<file path="config.mk">
export PLATFORM = sky130hd
export DESIGN_NAME = artec_axis2axi_wr
export DESIGN_NICKNAME = d
export VERILOG_FILES = /design/src/rtl/artec_dma_pkg.sv /design/src/rtl/artec_axi_burst_len.sv /design/src/rtl/artec_axis2axi_wr.sv
export SDC_FILE = /design/constraint.sdc
export NUM_CORES = 1
export LEC_CHECK = 0
export CELL_PAD_IN_SITES_DETAIL_PLACEMENT = 1
export CELL_PAD_IN_SITES_GLOBAL_PLACEMENT = 2
export CORE_UTILIZATION = 26
export CTS_CLUSTER_DIAMETER = 200
export DETAILED_ROUTE_END_ITERATION = 8
export GPL_ROUTABILITY_DRIVEN = 0
export GPL_TIMING_DRIVEN = 1
export PLACE_DENSITY_LB_ADDON = 0.1
export REMOVE_ABC_BUFFERS = 1
export SLEW_MARGIN = 20
export SYNTH_ARGS = -nofsm -noshare
export SYNTH_HDL_FRONTEND = slang
export SYNTH_SLANG_ARGS = --single-unit
</file>
<file path="constraint.sdc">
create_clock -name clk -period 5.7 [get_ports clk]
set_input_delay 0.57 -clock clk [delete_from_list [all_inputs] [get_ports clk]]
set_output_delay 0.57 -clock clk [all_outputs]
set_load 0.05 [all_outputs]
</file>
<file path="src/rtl/artec_dma_pkg.sv">
// Shared types and constants for the artec DMA AXI side: command payload,
// beat/byte shift, AXI encodings and 4 KB page geometry.
package artec_dma_pkg;

  localparam int unsigned PKG_ADDR_W        = 32;
  localparam int unsigned PKG_BTT_W         = 23;
  localparam int unsigned PKG_ADDRESS_SHIFT = 3;
  localparam int unsigned PKG_PAGE_BYTES    = 4096;
  localparam int unsigned PKG_PAGE_W        = 12;

  localparam logic [1:0] AXI_RESP_OKAY  = 2'b00;
  localparam logic [1:0] AXI_BURST_INCR = 2'b01;

  typedef struct packed {
    logic                  f_type;
    logic [PKG_BTT_W-1:0]  f_btt;
    logic [PKG_ADDR_W-1:0] f_saddr;
  } axis_cmd_t;

endpackage

</file>
<file path="src/rtl/artec_axi_burst_len.sv">
// Burst length = min(remaining beats, MAX_BURST, beats left in the 4 KB page).
// Purely combinational; shared by the read and write masters.
module artec_axi_burst_len
  import artec_dma_pkg::*;
#(
  parameter int unsigned MAX_BURST = 16,
  parameter int unsigned REM_W     = 20,
  parameter int unsigned LEN_W     = 9
) (
  input  logic [PKG_PAGE_W-PKG_ADDRESS_SHIFT-1:0] page_beat_off,
  input  logic [REM_W-1:0]                        rem,
  output logic [LEN_W-1:0]                        len_c
);

  localparam int unsigned PB_W = PKG_PAGE_W - PKG_ADDRESS_SHIFT + 1;

  logic [PB_W-1:0]  page_beats;
  logic [REM_W-1:0] cap;

  always_comb begin
    page_beats = PB_W'(PKG_PAGE_BYTES >> PKG_ADDRESS_SHIFT) - PB_W'(page_beat_off);
    cap        = REM_W'(page_beats);
    if (REM_W'(MAX_BURST) < cap) cap = REM_W'(MAX_BURST);
    if (rem < cap) cap = rem;
    len_c = LEN_W'(cap);
  end

endmodule

</file>
<file path="src/rtl/artec_axis2axi_wr.sv">
// AXIS command/data to AXI4 INCR write bursts with B tracking and status.
// Optional beat statistics counter enabled by ARTEC_AXI_WR_STATS_EN.
module artec_axis2axi_wr
  import artec_dma_pkg::*;
#(
  parameter int unsigned ADDR_W          = 32,
  parameter int unsigned DATA_W          = 64,
  parameter int unsigned MAX_BURST       = 16,
  parameter int unsigned MAX_OUTSTANDING = 4
) (
  input  logic                clk,
  input  logic                rstn,
  input  logic                clear_i,
  input  logic                s_cmd_tvalid,
  output logic                s_cmd_tready,
  input  axis_cmd_t           s_cmd_tdata,
  input  logic                s_data_tvalid,
  output logic                s_data_tready,
  input  logic [DATA_W-1:0]   s_data_tdata,
  output logic [ADDR_W-1:0]   m_awaddr,
  output logic [7:0]          m_awlen,
  output logic [2:0]          m_awsize,
  output logic [1:0]          m_awburst,
  output logic                m_awvalid,
  input  logic                m_awready,
  output logic [DATA_W-1:0]   m_wdata,
  output logic [DATA_W/8-1:0] m_wstrb,
  output logic                m_wlast,
  output logic                m_wvalid,
  input  logic                m_wready,
  input  logic [1:0]          m_bresp,
  input  logic                m_bvalid,
  output logic                m_bready,
  output logic                idle_o,
  output logic                err_o,
  output logic [31:0]         beat_cnt_o
);

  localparam int unsigned REM_W  = PKG_BTT_W - PKG_ADDRESS_SHIFT;
  localparam int unsigned LEN_W  = 9;
  localparam int unsigned BEAT_W = 8;
  localparam int unsigned OUT_W  = 4;

  localparam logic [1:0] S_IDLE = 2'd0;
  localparam logic [1:0] S_CALC = 2'd1;
  localparam logic [1:0] S_ADDR = 2'd2;
  localparam logic [1:0] S_DATA = 2'd3;

  logic [1:0]        state, state_nxt;
  logic [ADDR_W-1:0] addr;
  logic [REM_W-1:0]  rem, cmd_rem;
  logic [LEN_W-1:0]  len, len_c;
  logic [BEAT_W-1:0] beat;
  logic [OUT_W-1:0]  outstanding;
  logic              clr_pend;
  logic              aw_hs, w_hs, b_hs, last_beat;
  logic              unused_cmd;

  assign cmd_rem    = REM_W'(s_cmd_tdata.f_btt >> PKG_ADDRESS_SHIFT);
  assign unused_cmd = ^{s_cmd_tdata.f_type, s_cmd_tdata.f_btt[PKG_ADDRESS_SHIFT-1:0]};
  assign last_beat  = (LEN_W'(beat) == len - LEN_W'(1));
  assign aw_hs      = m_awvalid && m_awready;
  assign w_hs       = m_wvalid && m_wready;
  assign b_hs       = m_bvalid && m_bready;

  assign m_awaddr  = addr;
  assign m_awlen   = 8'(len - LEN_W'(1));
  assign m_awsize  = 3'(PKG_ADDRESS_SHIFT);
  assign m_awburst = AXI_BURST_INCR;
  assign m_wdata   = s_data_tdata;
  assign m_wstrb   = '1;
  assign m_bready  = 1'b1;
  assign idle_o    = (state == S_IDLE) && (outstanding == '0);

  artec_axi_burst_len #(
    .MAX_BURST (MAX_BURST),
    .REM_W     (REM_W),
    .LEN_W     (LEN_W)
  ) u_burst_len (
    .page_beat_off (addr[PKG_PAGE_W-1:PKG_ADDRESS_SHIFT]),
    .rem           (rem),
    .len_c         (len_c)
  );

  always_ff @(posedge clk or negedge rstn) begin
    if (!rstn) state <= S_IDLE;
    else       state <= state_nxt;
  end

  // A clear during DATA only takes effect once the open burst has finished
  always_comb begin
    state_nxt     = state;
    s_cmd_tready  = 1'b0;
    s_data_tready = 1'b0;
    m_awvalid     = 1'b0;
    m_wvalid      = 1'b0;
    m_wlast       = 1'b0;
    case (state)
      S_IDLE: begin
        s_cmd_tready = !clear_i;
        if (s_cmd_tvalid && !clear_i && cmd_rem != '0) state_nxt = S_CALC;
      end
      S_CALC: state_nxt = clear_i ? S_IDLE : S_ADDR;
      S_ADDR: begin
        m_awvalid = !clear_i && (outstanding < OUT_W'(MAX_OUTSTANDING));
        if (clear_i)                      state_nxt = S_IDLE;
        else if (m_awvalid && m_awready)  state_nxt = S_DATA;
      end
      S_DATA: begin
        m_wvalid      = s_data_tvalid;
        s_data_tready = m_wready;
        m_wlast       = last_beat;
        if (s_data_tvalid && m_wready && last_beat)
          state_nxt = (clr_pend || clear_i || rem == REM_W'(len)) ? S_IDLE : S_CALC;
      end
      default: state_nxt = S_IDLE;
    endcase
  end

  always_ff @(posedge clk or negedge rstn) begin
    if (!rstn) begin
      addr     <= '0;
      rem      <= '0;
      len      <= '0;
      beat     <= '0;
      clr_pend <= 1'b0;
    end else begin
      case (state)
        S_IDLE: if (s_cmd_tready && s_cmd_tvalid) begin
          addr <= ADDR_W'(s_cmd_tdata.f_saddr);
          rem  <= cmd_rem;
        end
        S_CALC: len <= len_c;
        S_DATA: if (w_hs) begin
          if (last_beat) begin
            beat <= '0;
            addr <= addr + (ADDR_W'(len) << PKG_ADDRESS_SHIFT);
            rem  <= rem - REM_W'(len);
          end else begin
            beat <= beat + BEAT_W'(1);
          end
        end
        default: ;
      endcase
      clr_pend <= (state == S_DATA) && (clr_pend || clear_i) && !(w_hs && last_beat);
    end
  end

  // Bursts in flight; a B at zero is a slave protocol error and is ignored
  always_ff @(posedge clk or negedge rstn) begin
    if (!rstn) begin
      outstanding <= '0;
    end else begin
      case ({aw_hs, b_hs})
        2'b10:   outstanding <= outstanding + OUT_W'(1);
        2'b01:   if (outstanding != '0) outstanding <= outstanding - OUT_W'(1);
        default: ;
      endcase
    end
  end

  always_ff @(posedge clk or negedge rstn) begin
    if (!rstn)                                       err_o <= 1'b0;
    else if (clear_i)                                err_o <= 1'b0;
    else if (b_hs && m_bresp != AXI_RESP_OKAY)       err_o <= 1'b1;
  end

`ifdef ARTEC_AXI_WR_STATS_EN
  always_ff @(posedge clk or negedge rstn) begin
    if (!rstn)        beat_cnt_o <= '0;
    else if (clear_i) beat_cnt_o <= '0;
    else if (w_hs)    beat_cnt_o <= beat_cnt_o + 32'd1;
  end
`else
  assign beat_cnt_o = '0;
`endif

endmodule
</file>
* Word level (Yosys, flattened, before mapping)
Index checks and enable logic that the tools add are counted.
Storage, ports and cells: bits of input ports 130, bits in registers 77, word-level logic and storage cells 89
Cells by class: add/sub/neg operators 7, multiplexer cells 27, $lt $le $gt $ge 3, equality and inequality tests 14, reduce and logical (&&, ||, !) cells 30
Operator list (count):
- two-way mux 32 bit | 3
- one-hot mux 32 bit (2 select lines) | 1
- two-way mux 20 bit | 3
- one-hot mux 20 bit (2 select lines) | 1
- adder 32 x 12 -> 32 bit | 1
- equality test 20 x 9 -> 1 bit | 1
- < comparator 20 x 10 -> 1 bit | 1
- nonzero test 20 bit | 1
- subtractor 20 x 9 -> 20 bit | 1
- logical AND 1 bit | 14
- < comparator 5 x 10 -> 1 bit (first input constant) | 1
- two-way mux 10 bit | 1
- two-way mux 2 bit | 5
- subtractor 10 x 9 -> 10 bit (first input constant) | 1
- equality test 8 x 9 -> 1 bit | 1
- two-way mux 9 bit | 1
- subtractor 9 x 1 -> 9 bit (second input constant) | 1
- adder 8 x 1 -> 8 bit (second input constant) | 1
- two-way mux 1 bit | 8
- two-way mux 8 bit | 1
- inequality test 2 bit (second input constant) | 4
- one-hot mux 2 bit (4 select lines) | 1
- one-hot mux 4 bit (2 select lines) | 1
- nonzero test 2 bit | 4
- 16 further kinds | 23

* Logic depth before layout (Yosys ltp)
Gate-level depths: netlist of the first run.
depth after elaboration 7, mapped depth 14, mapped depth without buffers 13

* Hierarchy
From an unflattened synthesis of the first run, not the netlist that was laid out.
Second synthesis, totals: cell total of the unflattened synthesis 844, area, all modules 6862.8 um2
Modules (own cells, without submodules):
- artec_axis2axi_wr | area each 6307.3 um2, times used 1, cells each 769
- artec_axi_burst_len | area each 555.5 um2, times used 1, cells each 75

* Least setup slack after synthesis of the first run
OpenSTA, ideal clock, no wires.
path type register -> output, start register len[0], end output port m_wlast, data arrival time 2.940 ns, slack 2.190 ns, required time 5.130 ns, buffers on the path 0, stages on the path, launching flop included 8, cells stage by stage dfrtp_1 -> inv_1 -> ha_1 -> xor2_1 -> xnor2_1 -> nand4_1 -> nor3_1 -> and3_1
Between the ends: longest elaborated chain between the ends 3
RTL lines:
- start, declared | RTL line artec_axis2axi_wr.sv:52 | logic [LEN_W-1:0] len, len_c;
- start signal, assigned | RTL line artec_axis2axi_wr.sv:133 | S_CALC: len <= len_c;
- subtractor 9 x 1 -> 9 bit
- via m_awlen[0] | RTL line artec_axis2axi_wr.sv:21 | output logic [7:0] m_awlen,
- equality test 8 x 9 -> 1 bit | RTL line artec_axis2axi_wr.sv:61 | assign last_beat = (LEN_W'(beat) == len - LEN_W'(1));
- two-way mux 1 bit | RTL line artec_axis2axi_wr.sv:98 | case (state)
- end, declared | RTL line artec_axis2axi_wr.sv:28 | output logic m_wlast,
The timed path passes the listed nets, and every way through them passes these cells.

* Worst setup path in the final report of the first run
start register len[1], end output port m_wlast
Between the ends: longest elaborated chain between the ends 3
RTL lines (RTL line):
- subtractor 9 x 1 -> 9 bit
- equality test 8 x 9 -> 1 bit | artec_axis2axi_wr.sv:61
- two-way mux 1 bit | artec_axis2axi_wr.sv:98
No other way between the ends.

==> impl_results.md, run 1 <==
- Total die area: 26200 um2
- Via count: 6058
- Initial antenna violation count: 0
- Max-cap violation count: 0
- Hold crit path type: input port to async pin
- NetSw: between 0.0005 and 0.0006 W
- CTS tree: built
- Number of buffers and inverters on the critical path: 2
- Cell Area, Placed: around 7400 um2
- Cells after Synth: 803
- Post-synthesis cell area: 6640 um2
- Final setup vio count: 0
- Fin. max-slew vios: 0
- Initial DRT Pass Iterations: 5
- Pin count of the biggest net entering global routing: 73
- Fin. Hold Viols: 0
- Slowest cell on crit path: clkdlybuf4s50_1
- Internal power: 0.00113 W
- Worst-path cell chain: inv_1, ha_1, nor3b_1, xnor3_1, nand4_1, nor3_1, and3_1, clkdlybuf4s50_1
- Drt via density: 5.18
- Initial drt markers: roughly 300
- CTS clk-pin slew, worst paths: 0.07 ns
- Global route overflow: 0
- CTS-repair resized insts: 0
- Sw Ratio: 32.0%
- # diodes: 0
- Biggest cell delay along the critical path: 0.82 ns
- Worst Max-Slew Pin Slew: 1.05 ns
- Clock power share: 39.5%
- Critical path fanouts, max: 5
- Synth Warn #: 0
- WL final: about 27 mm
- PD cells: 214 nW/um2
- Post-synth EDFFs: 0
- Async set-or-reset flop fraction in the synthesized netlist: 100%
- DR WL/cell: 22.7 um
- # fillers: between 2000 and 3000
- Period utilization: 72.6%
- DRC: 0
- Mapped Avg Cell Area: 8.27 um2
- Slew HR: 29.2%
- Core area: approximately 25000 um2
- Post-CTS Hold Buffers: 0
- Leakage: 3.26 nW
- Synth top area share: 29.0%
- RSZ-0062 raised after global routing: no
- Row cnt: 58
- Seq/Total Area, Yosys: 29.0%
- Largest cells by area after synthesis: dfrtp_1, buf_4, ha_1, a21oi_1, nand2_1
- Sequential power share: 38.6%
- Synth unique cells: 69
- Setup crit start kind: register
- Port-buffer cells: between 100 and 150
- Number of routed nets with antenna violations: 0
- Seq cells post-synth: 77
- H-tree Lvls: 3
- Most frequent cell after synthesis: buf_4
- Setup CP Type: register to output port
- Vias in the first global route: about 6000
- Synth area leader: dfrtp_1
- Synth cell count leaders: buf_4, dfrtp_1, nand2_1, a21oi_1, nor2_1
- Starting density of the core: 26.5%
- Commonest register cell after synthesis: dfrtp_1
- Die Y: 162 um
- Fin area: between 7000 and 8000 um2
- Final Critical Period: 4.14 ns
- IO Count: 287
- Combinational Power Share: 21.8%
- CP Data Required Time: 5.13 ns
- Share of cells above drive strength 1: 5.60%
- Synth-to-layout area growth: 16.5%
- CTS buffer count: 9
- Gr usage total: 20.2%
- Root buf cell: clkbuf_16
- Global-route wire length before repair: 39.2 mm
- Crit. path cell count: 8
- Family with the most delay on the worst path: simple AND/OR/NAND/NOR gates
- Reg2Reg Depth: 11
- Tightest hold margin: roughly 0.15 ns
- CP arrival: 3.57 ns
- Critical Path Sink Type: output port
- Die width: 162 um
- HPWL Detailed: between 20 and 25 mm
- Status: completed
- Setup Buffers After CTS: 0
- Clock tree buffer depth: 2
- Clock skew: 0.00813 ns
- Peak Freq: 0.242 GHz
- Total Neg Setup Slack: 0 ns
- Utilization after layout: 30.8%
- Worst-skew pair later-pin latency: 0.35 ns
- CTS Sinks: 77
- Peak VDD IR: ~0.11 mV
- Nets@finish: 1001
## logic make-up after synthesis
kind of cell / after synthesis / share of synthesized area [%]
multiplexers: 8 / 1.30
AND/OR/NAND/NOR: 252 / 18.7
other: 2 / 0.113
AO/OA/AOI/OAI: 231 / 22.8
XOR/XNOR: 28 / 4.73
buffers and inverters: 169 / 16.2
flip-flops: 77 / 29.0
adder cells (fa/ha/maj): 36 / 7.12
## stage by stage
stage	setup WS (ns)	instances	power (W)
after floorplan	1.72	709	0.000879
after global placement	1.96	1154	0.00100
after detailed placement	1.90	1154	0.00102
after CTS	1.51	1169	0.00169
after global routing	1.33	1169	0.00174
final	1.56	1169	0.00166
## power groups by stage
stage               sequential (W)  combinational, W  clock [W]
floorplan                 0.000655          0.000225          0
global placement          0.000649          0.000351          0
detailed placement        0.000651          0.000368          0
CTS                       0.000641          0.000368   0.000680
global route              0.000648          0.000395   0.000698
finish                    0.000641          0.000362   0.000655
## layout by cell type (no fill, tap or decap), types with 4 or more instances in the layout
cell type	instances
xor2_1	5
a21o_1	8
nor3_1	18
xnor2_1	18
or3_1	4
nand3_1	27
xnor3_1	5
nand2b_1	6
nor2_1	52
conb_1	51
clkdlybuf4s50_1	107
nor2b_1	14
a21oi_1	66
and3_1	15
mux2_2	5
nor4_1	11
o21ai_0	48
and2_1	4
inv_1	26
dfrtp_1	77
o22ai_1	17
o21a_1	8
ha_1	33
a22o_1	8
buf_4	8
clkbuf_16	9
a31o_2	5
a2bb2oi_1	4
a31oi_1	12
a211oi_1	9
nand4_1	11
nand2_1	71
## flip-flops by register name, summed over array words and instances (netlist names)
| register | flops |
|---|---|
| m_awaddr | 32 |
| rem | 20 |
| len | 9 |
| beat | 8 |
| outstanding | 4 |
| state | 2 |
| clr_pend | 1 |
| err_o | 1 |
## metal layers
metal  routed length [um]  track usage (%)
met2                11300             29.3
met1                12000             25.9
met4                  309             4.72
met5                  248             8.14
met3                 2710             9.93
## cell type report
type                    count  area [um2]  share of cell area [%]
multi-input cells         606        3850                    49.7
flip-flops and latches     77        1930                    24.9
repair buffers            115        1130                    14.6
well taps                 330         413                    5.33
clock buffers              10         239                    3.09
inverters                  26        97.6                    1.26
clock inverters             5        82.6                    1.07
## final timing paths
path                                            startpoint                    endpoint  slack [ns]
worst min register to register  outstanding[3]$_DFFE_PN0P_  outstanding[3]$_DFFE_PN0P_        0.50
worst min-delay path                                  rstn     m_awaddr[6]$_DFFE_PN0P_        0.15
worst max-delay path                    len[1]$_DFFE_PN0N_                     m_wlast        1.56
min in group clk                outstanding[3]$_DFFE_PN0P_  outstanding[3]$_DFFE_PN0P_        0.50
max in group asynchronous                             rstn          rem[9]$_DFFE_PN0P_        4.47
worst max register to register     m_awaddr[3]$_DFFE_PN0P_          len[1]$_DFFE_PN0N_        2.02
## worst register-to-register path: cells and delay by family, from the launching register on
| family | cells | cell delay, ns |
|---|---|---|
| flip-flops | 1 | 0.53 |
| AND/OR/NAND/NOR | 3 | 0.93 |
| multiplexers | 2 | 0.40 |
| adder cells (fa/ha/maj) | 2 | 0.48 |
| AO/OA/AOI/OAI | 3 | 1.12 |
| buffers and inverters | 1 | 0.12 |
No activity file was read; power rests on OpenSTA's default activity.
==> inputs of run 2 (changes only) <==
--- a/config.mk
+++ b/config.mk
@@ -7,7 +7,7 @@
 export LEC_CHECK = 0
 export CELL_PAD_IN_SITES_DETAIL_PLACEMENT = 1
 export CELL_PAD_IN_SITES_GLOBAL_PLACEMENT = 2
-export CORE_UTILIZATION = 26
+export CORE_UTILIZATION = 21
 export CTS_CLUSTER_DIAMETER = 200
 export DETAILED_ROUTE_END_ITERATION = 8
 export GPL_ROUTABILITY_DRIVEN = 0
==> constraint.sdc (replaced) <==
create_clock -name clk -period 3.7 [get_ports clk]
set_input_delay 0.37 -clock clk [delete_from_list [all_inputs] [get_ports clk]]
set_output_delay 0.37 -clock clk [all_outputs]
set_load 0.05 [all_outputs]
==> run 2 against run 1 <==
Effect of this change: the run now ends with design-rule violations left; via count rose by 1.0%; combinational power rose by 57%; clock power rose by 29%; clock skew rose by 0.0021 ns; setup slack got worse by 1.3 ns; sequential power rose by 54%; die area rose by 23%; non-clock buffer count rose by 15; power rose by 45%; design area rose by 1.7%; critical endpoint is now len[1]$_DFFE_PN0N_; global-route usage fell by 2.1 points; utilization fell by 5.3 points.
==> impl_results.md, run 2 (synthesized netlist as in run 1, its figures left out) <==
- Share of cells above drive strength 1: 6.91% (+1.3 points)
- Die Y: 180 um (+11%)
- CTS Sinks: 77 (unchanged)
- Initial antenna violation count: 0 (unchanged)
- Clock power share: 35.2% (-4.3 points)
- PD cells: 305 nW/um2 (+43%)
- DP Worst Slack: 0.299 ns (-1.60 ns)
- CTS-repair resized insts: 0 (unchanged)
- Sw Ratio: 33.5% (+1.5 points)
- CTS clk-pin slew, worst paths: 0.07 ns (about the same)
- Worst-path cell chain: inv_1, ha_1, or4_4, a21oi_1, o31a_1, nand2_1, ha_1, a21o_1, a21oi_1, o2111ai_4, mux2i_1, mux2_2
- Biggest cell delay along the critical path: 0.55 ns (-0.27 ns)
- Worst Setup SP: m_awaddr[4]$_DFFE_PN0P_
- Worst R2R Start: m_awaddr[4]$_DFFE_PN0P_
- Root buf cell: clkbuf_16
- Total power draw: 0.00240 W (+45%)
- Commonest non-fill, non-tap cells in the layout: clkdlybuf4s50_1, dfrtp_1, nand2_1
- Via count: 6121 (+1.0%)
- Number of routed nets with antenna violations: 0 (unchanged)
- Clock tree buffer depth: 2 (unchanged)
- Initial DRT Pass Iterations: 7 (+2)
- Setup CP Type: register to register
- Row cnt: 64 (+10%)
- Status: finished, violations left
- Leakage: 3.31 nW (+1.5%)
- Nets@finish: 1016 (+1.5%)
- Final Critical Period: 3.40 ns
- Period utilization: between 90% and 100%
- H-tree Lvls: 3 (unchanged)
- Internal power: 0.00160 W (+42%)
- Critical path fanouts, max: 13 (+8)
- Pin count of the biggest net entering global routing: 73 (unchanged)
- Max-cap violation count: 0 (unchanged)
- Worst Max-Slew Pin Slew: 0.857 ns (-0.195 ns)
- Drt via density: 4.90 (-5.5%)
- Most common cell after layout, fill and taps aside: clkdlybuf4s50_1
- Slew HR: 42.9% (+14 points)
- Family with the most delay on the worst path: compound AO/OA/AOI/OAI gates
- Global-route wire length before repair: 43.6 mm (+11%)
- Critical Path Sink Type: register
- # fillers: 3588 (+21%)
- RSZ-0062 raised after global routing: no
- Worst-skew pair later-pin latency: 0.35 ns (about the same)
- NetSw: 0.000804 W (+52%)
- CTS buffer count: 9 (unchanged)
- Peak VDD IR: 0.158 mV (+40%)
- Violated checks: design-rule violations
- # diodes: 0 (unchanged)
- Max reg flops: 32 (unchanged)
- Clock skew: 0.0102 ns (+0.00207 ns)
- Vias in the first global route: 6397 (+6.0%)
- Port-buffer cells: 108 (unchanged)
- HPWL Detailed: 22.1 mm (+8.0%)
- Core area: 30800 um2 (+23%)
- WL final: 29.0 mm (+9.1%)
- Hold crit path type: input port to async pin
- Final setup vio count: 0 (unchanged)
- DR WL/cell: 23.2 um (+2.0%)
- Global route overflow: 0 (unchanged)
- CP arrival: 3.63 ns (+0.06 ns)
- Peak Freq: 0.294 GHz
- Combinational Power Share: 23.7% (+1.9 points)
- CP Data Required Time: 3.93 ns (-1.20 ns)
- DRC: 5 (+5)
- Setup ws final: 0.295 ns (-1.27 ns)
- Sequential power share: 41.1% (+2.5 points)
- Fin. Hold Viols: 0 (unchanged)
- Slowest cell on crit path: or4_4
- Total die area: 32300 um2 (+23%)
- Number of buffers and inverters on the critical path: 1 (-1)
- Initial drt markers: 309 (+2.7%)
- Gr usage total: 18.1% (-2.1 points)
- Synth-to-layout area growth: 18.6%
- Fin. max-slew vios: 0 (unchanged)
- Die width: 180 um (+11%)
- Starting density of the core: 21.5% (-4.9 points)
- IO Count: 287 (unchanged)
- Setup crit start kind: register
- CTS tree: built
-- run 2: cell count changes in the layout (fill, tap and decap cells not counted) --
cell,before,now
buf_4,8,23
clkbuf_1,0,3
bufinv_16,2,0
inv_6,2,0
clkdlybuf4s50_1,107,106
clkinv_2,1,2
dlygate4sd3_1,0,1
-- run 2: what timing repair did --
action,in CTS,in global routing
hold buffers,1,0
buffers inserted,0,0
hold endpoints to repair,17,0
-- run 2: through the flow --
stage	area, um2	std cells	setup TNS (ns)	utilization, %	hold slack [ns]
6_report	7870	1250	0	25.5	0.461
5_1_grt	7870	1250	0	25.5	0.499
4_1_cts	7870	1250	0	25.5	0.462
3_5_place_dp	7600	1234	0	24.7	0.297
3_3_place_gp	7600	1234	0	24.7	0.298
2_1_floorplan	5850	709	-3.26	-	0.0744
-- run 2: power by group through the flow --
stage / logic (W) / clock network, W / registers, W
finish: 0.000569 / 0.000847 / 0.000988
global route: 0.000623 / 0.000920 / 0.000997
CTS: 0.000574 / 0.000898 / 0.000989
detailed placement: 0.000572 / 0 / 0.00100
global placement: 0.000550 / 0 / 0.00100
floorplan: 0.000346 / 0 / 0.00101
-- run 2: routing by layer --
metal	up-vias	track usage, %	part of all wire, %
li1	2826	-	-
met1	2997	22.7	44
met2	271	26.5	42
met3	19	9.76	12
met4	8	3.79	0.86
met5	-	7.11	0.97
-- run 2: area by class of cell --
cell class              count  area, um2  share of cell area (%)
flip-flops and latches     77       1930                    24.5
clock inverters             2       10.0                   0.127
repair buffers            130       1240                    15.8
well taps                 396        495                    6.29
clock buffers              13        250                    3.18
inverters                  26       97.6                    1.24
multi-input cells         606       3850                    48.9
-- run 2: final timing paths --
kind / slack [ns] / end / cells after the start
worst max-delay path: 0.30 / len[1]$_DFFE_PN0N_ / 12
min in group clk: 0.49 / outstanding[3]$_DFFE_PN0P_ / 1
worst min register to register: 0.49 / outstanding[3]$_DFFE_PN0P_ / 1
max in group asynchronous: 2.37 / beat[6]$_DFFE_PN0P_ / 3
worst max register to register: 0.30 / len[1]$_DFFE_PN0N_ / 12
worst min-delay path: 0.46 / err_o$_DFFE_PN0P_ / 2
==> inputs of run 3 (changes only) <==
--- a/config.mk
+++ b/config.mk
@@ -14,7 +14,9 @@
 export GPL_TIMING_DRIVEN = 1
 export PLACE_DENSITY_LB_ADDON = 0.1
 export REMOVE_ABC_BUFFERS = 1
+export SETUP_SLACK_MARGIN = 0.2
 export SLEW_MARGIN = 20
 export SYNTH_ARGS = -nofsm -noshare
 export SYNTH_HDL_FRONTEND = slang
 export SYNTH_SLANG_ARGS = --single-unit
+export TNS_END_PERCENT = 10
==> run 3 against run 2 <==
Effect of this change: the flow still finishes with violations (design-rule violations); fmax increased by 3.0%; via count rose by 1.1%; sequential cell count is the same; critical path type is now register to output port; utilization increased by 0.085 points; critical endpoint is now m_wlast; global-route usage stayed put; non-clock buffer count grew 3; routed wire length about the same; clock power hardly changed; combinational power hardly changed; sequential share of layout area down 0.081 points; setup slack better by 0.098 ns; highest routed layer unchanged.
==> impl_results.md, run 3 (synthesized netlist as in run 1, its figures left out) <==
- Status: finished, violations left
- Violated checks: design-rule violations
- Global-route wire length before repair: 43.6 mm (unchanged)
- DRC: 5 (unchanged)
- NetSw: 0.000807 W (+0.41%)
- Slowest cell on crit path: dfrtp_1
- Hold crit path type: input port to async pin
- Gr usage total: 18.1% (unchanged)
- Setup CP Type: register to output port
- Worst Max-Slew Pin Slew: 0.855 ns (-0.00266 ns)
- Starting density of the core: 21.5% (unchanged)
- Total die area: 32300 um2 (unchanged)
- IO Count: 287 (unchanged)
- Synth-to-layout area growth: 19.0%
- Row cnt: 64 (unchanged)
- CTS Sinks: 77 (unchanged)
- Internal power: 0.00160 W (about the same)
- Critical Path Sink Type: output port
- Max-cap violation count: 0 (unchanged)
- Global route overflow: 0 (unchanged)
- Drt via density: 4.94 (+0.87%)
- Root buf cell: clkbuf_16
- Fin. Hold Viols: 0 (unchanged)
- Setup crit start kind: register
- Clock skew: 0.0106 ns (+0.000412 ns)
- # diodes: 0 (unchanged)
- Initial antenna violation count: 0 (unchanged)
- Initial drt markers: 300 (-2.9%)
- Most common cell after layout, fill and taps aside: clkdlybuf4s50_1
- FF+latch area: 1930 um2 (unchanged)
- Sw Ratio: 33.5% (+0.087 points)
- Slew HR: 43.0% (+0.18 points)
- Final setup vio count: 0 (unchanged)
- Max reg flops: 32 (unchanged)
- Nets@finish: 1019 (+0.30%)
- Pin count of the biggest net entering global routing: 73 (unchanged)
- # fillers: 3586 (-0.056%)
- Sequential power share: 41.0% (about the same)
- CTS clk-pin slew, worst paths: 0.07 ns (about the same)
- Leakage: 3.32 nW (+0.42%)
- Core area: 30800 um2 (unchanged)
- Most used cell, CP: buf_4
- RSZ-0062 raised after global routing: no
- Finished Layout Cells: 1253 (+0.24%)
- Total power draw: 0.00241 W (+0.15%)
- Die Y: 180 um (unchanged)
- Commonest non-fill, non-tap cells in the layout: clkdlybuf4s50_1, dfrtp_1, nand2_1
- Critical path fanouts, max: 5 (-8)
- DR WL/cell: 23.1 um (-0.32%)
- CP Data Required Time: 3.33 ns (-0.60 ns)
- Peak Freq: 0.302 GHz (+3.0%)
- Clock power share: 35.3% (about the same)
- H-tree Lvls: 3 (unchanged)
- CTS tree: built
- Area of the multi-input gates: 3850 um2 (about the same)
- Initial DRT Pass Iterations: 6 (-1)
- Cell Count Post-Placement: 1234 (unchanged)
- Vias in the first global route: 6397 (unchanged)
- Period utilization: 89.4% (-2.6 points)
- CP arrival: 2.94 ns (-0.69 ns)
- Worst-path cell chain: inv_1, ha_1, nor3b_1, xnor3_1, nand4_1, nor3_1, buf_4, and3_1, buf_4
- Number of routed nets with antenna violations: 0 (unchanged)
- Die width: 180 um (unchanged)
- Peak VDD IR: 0.159 mV (+0.21%)
- Share of cells above drive strength 1: 7.35% (+0.44 points)
- WL final: 29.0 mm (about the same)
- Worst-skew pair later-pin latency: 0.35 ns (about the same)
- Port-buffer cells: 108 (unchanged)
- Final Critical Period: 3.31 ns (-0.0979 ns)
- Fin. max-slew vios: 0 (unchanged)
- PD cells: 305 nW/um2 (-0.19%)
- CTS buffer count: 9 (unchanged)
- Combinational Power Share: 23.6% (about the same)
- Via count: 6189 (+1.1%)
- HPWL Detailed: 22.1 mm (unchanged)
- Biggest cell delay along the critical path: 0.48 ns (-0.07 ns)
- Clock tree buffer depth: 2 (unchanged)
==> run 3: power groups by stage <==
stage / Clock (W) / Combinational [W] / Sequential, W
2_1_floorplan: 0 / 0.000346 / 0.00101
3_3_place_gp: 0 / 0.000550 / 0.00100
3_5_place_dp: 0 / 0.000572 / 0.00100
4_1_cts: 0.000898 / 0.000574 / 0.000989
5_1_grt: 0.000920 / 0.000624 / 0.000997
6_report: 0.000850 / 0.000569 / 0.000988
==> run 3: critical path, delay by kind of cell (launching register included) <==
kind	cells	cell delay [ns]
AND/OR/NAND/NOR	4	0.94
adder cells (fa/ha/maj)	1	0.29
buffers and inverters	3	0.67
XOR/XNOR	1	0.20
flip-flops	1	0.48
==> run 3: final timing paths <==
kind	start	slack [ns]	to	depth (start not counted)
max in group asynchronous	rstn	2.37	beat[6]$_DFFE_PN0P_	3
worst max register to register	m_awaddr[4]$_DFFE_PN0P_	0.41	len[1]$_DFFE_PN0N_	11
min in group clk	outstanding[3]$_DFFE_PN0P_	0.49	outstanding[3]$_DFFE_PN0P_	1
worst min register to register	outstanding[3]$_DFFE_PN0P_	0.49	outstanding[3]$_DFFE_PN0P_	1
worst min-delay path	rstn	0.46	err_o$_DFFE_PN0P_	2
worst max-delay path	len[1]$_DFFE_PN0N_	0.39	m_wlast	9
==> run 3: timing repair <==
| action | in CTS | in global routing |
|---|---|---|
| resized for setup | 0 | 1 |
| setup buffers | 0 | 3 |
| endpoints found under the setup margin | 0 | 1 |
| hold buffers | 1 | 0 |
| endpoints found under the hold margin | 17 | 0 |
==> run 3: layout make-up <==
class,instances,share of cell area [%]
Sequential cell,77,24.4
Inverter,26,1.24
Clock buffer,13,3.17
Tap cell,396,6.27
Timing Repair Buffer,133,16.0
Multi-Input combinational cell,606,48.8
Clock inverter,2,0.127
==> run 3: through the flow <==
stage               setup WS (ns)  setup TNS, ns  cell area [um2]  util (%)  hold WS [ns]
finish                      0.393              0             7900      25.6         0.460
global route                0.203              0             7900      25.6         0.499
CTS                         0.258              0             7870      25.5         0.462
detailed placement          0.299              0             7600      24.7         0.297
global placement            0.349              0             7600      24.7         0.298
floorplan                  -0.283          -3.26             5850         -        0.0744
==> run 3: layer usage <==
| layer | track usage [%] | vias to the layer above | part of all wire [%] |
|---|---|---|---|
| met3 | 9.76 | 19 | 12 |
| li1 | - | 2832 | - |
| met2 | 26.5 | 283 | 42 |
| met5 | 7.11 | - | 0.97 |
| met4 | 3.79 | 8 | 0.94 |
| met1 | 22.7 | 3047 | 44 |
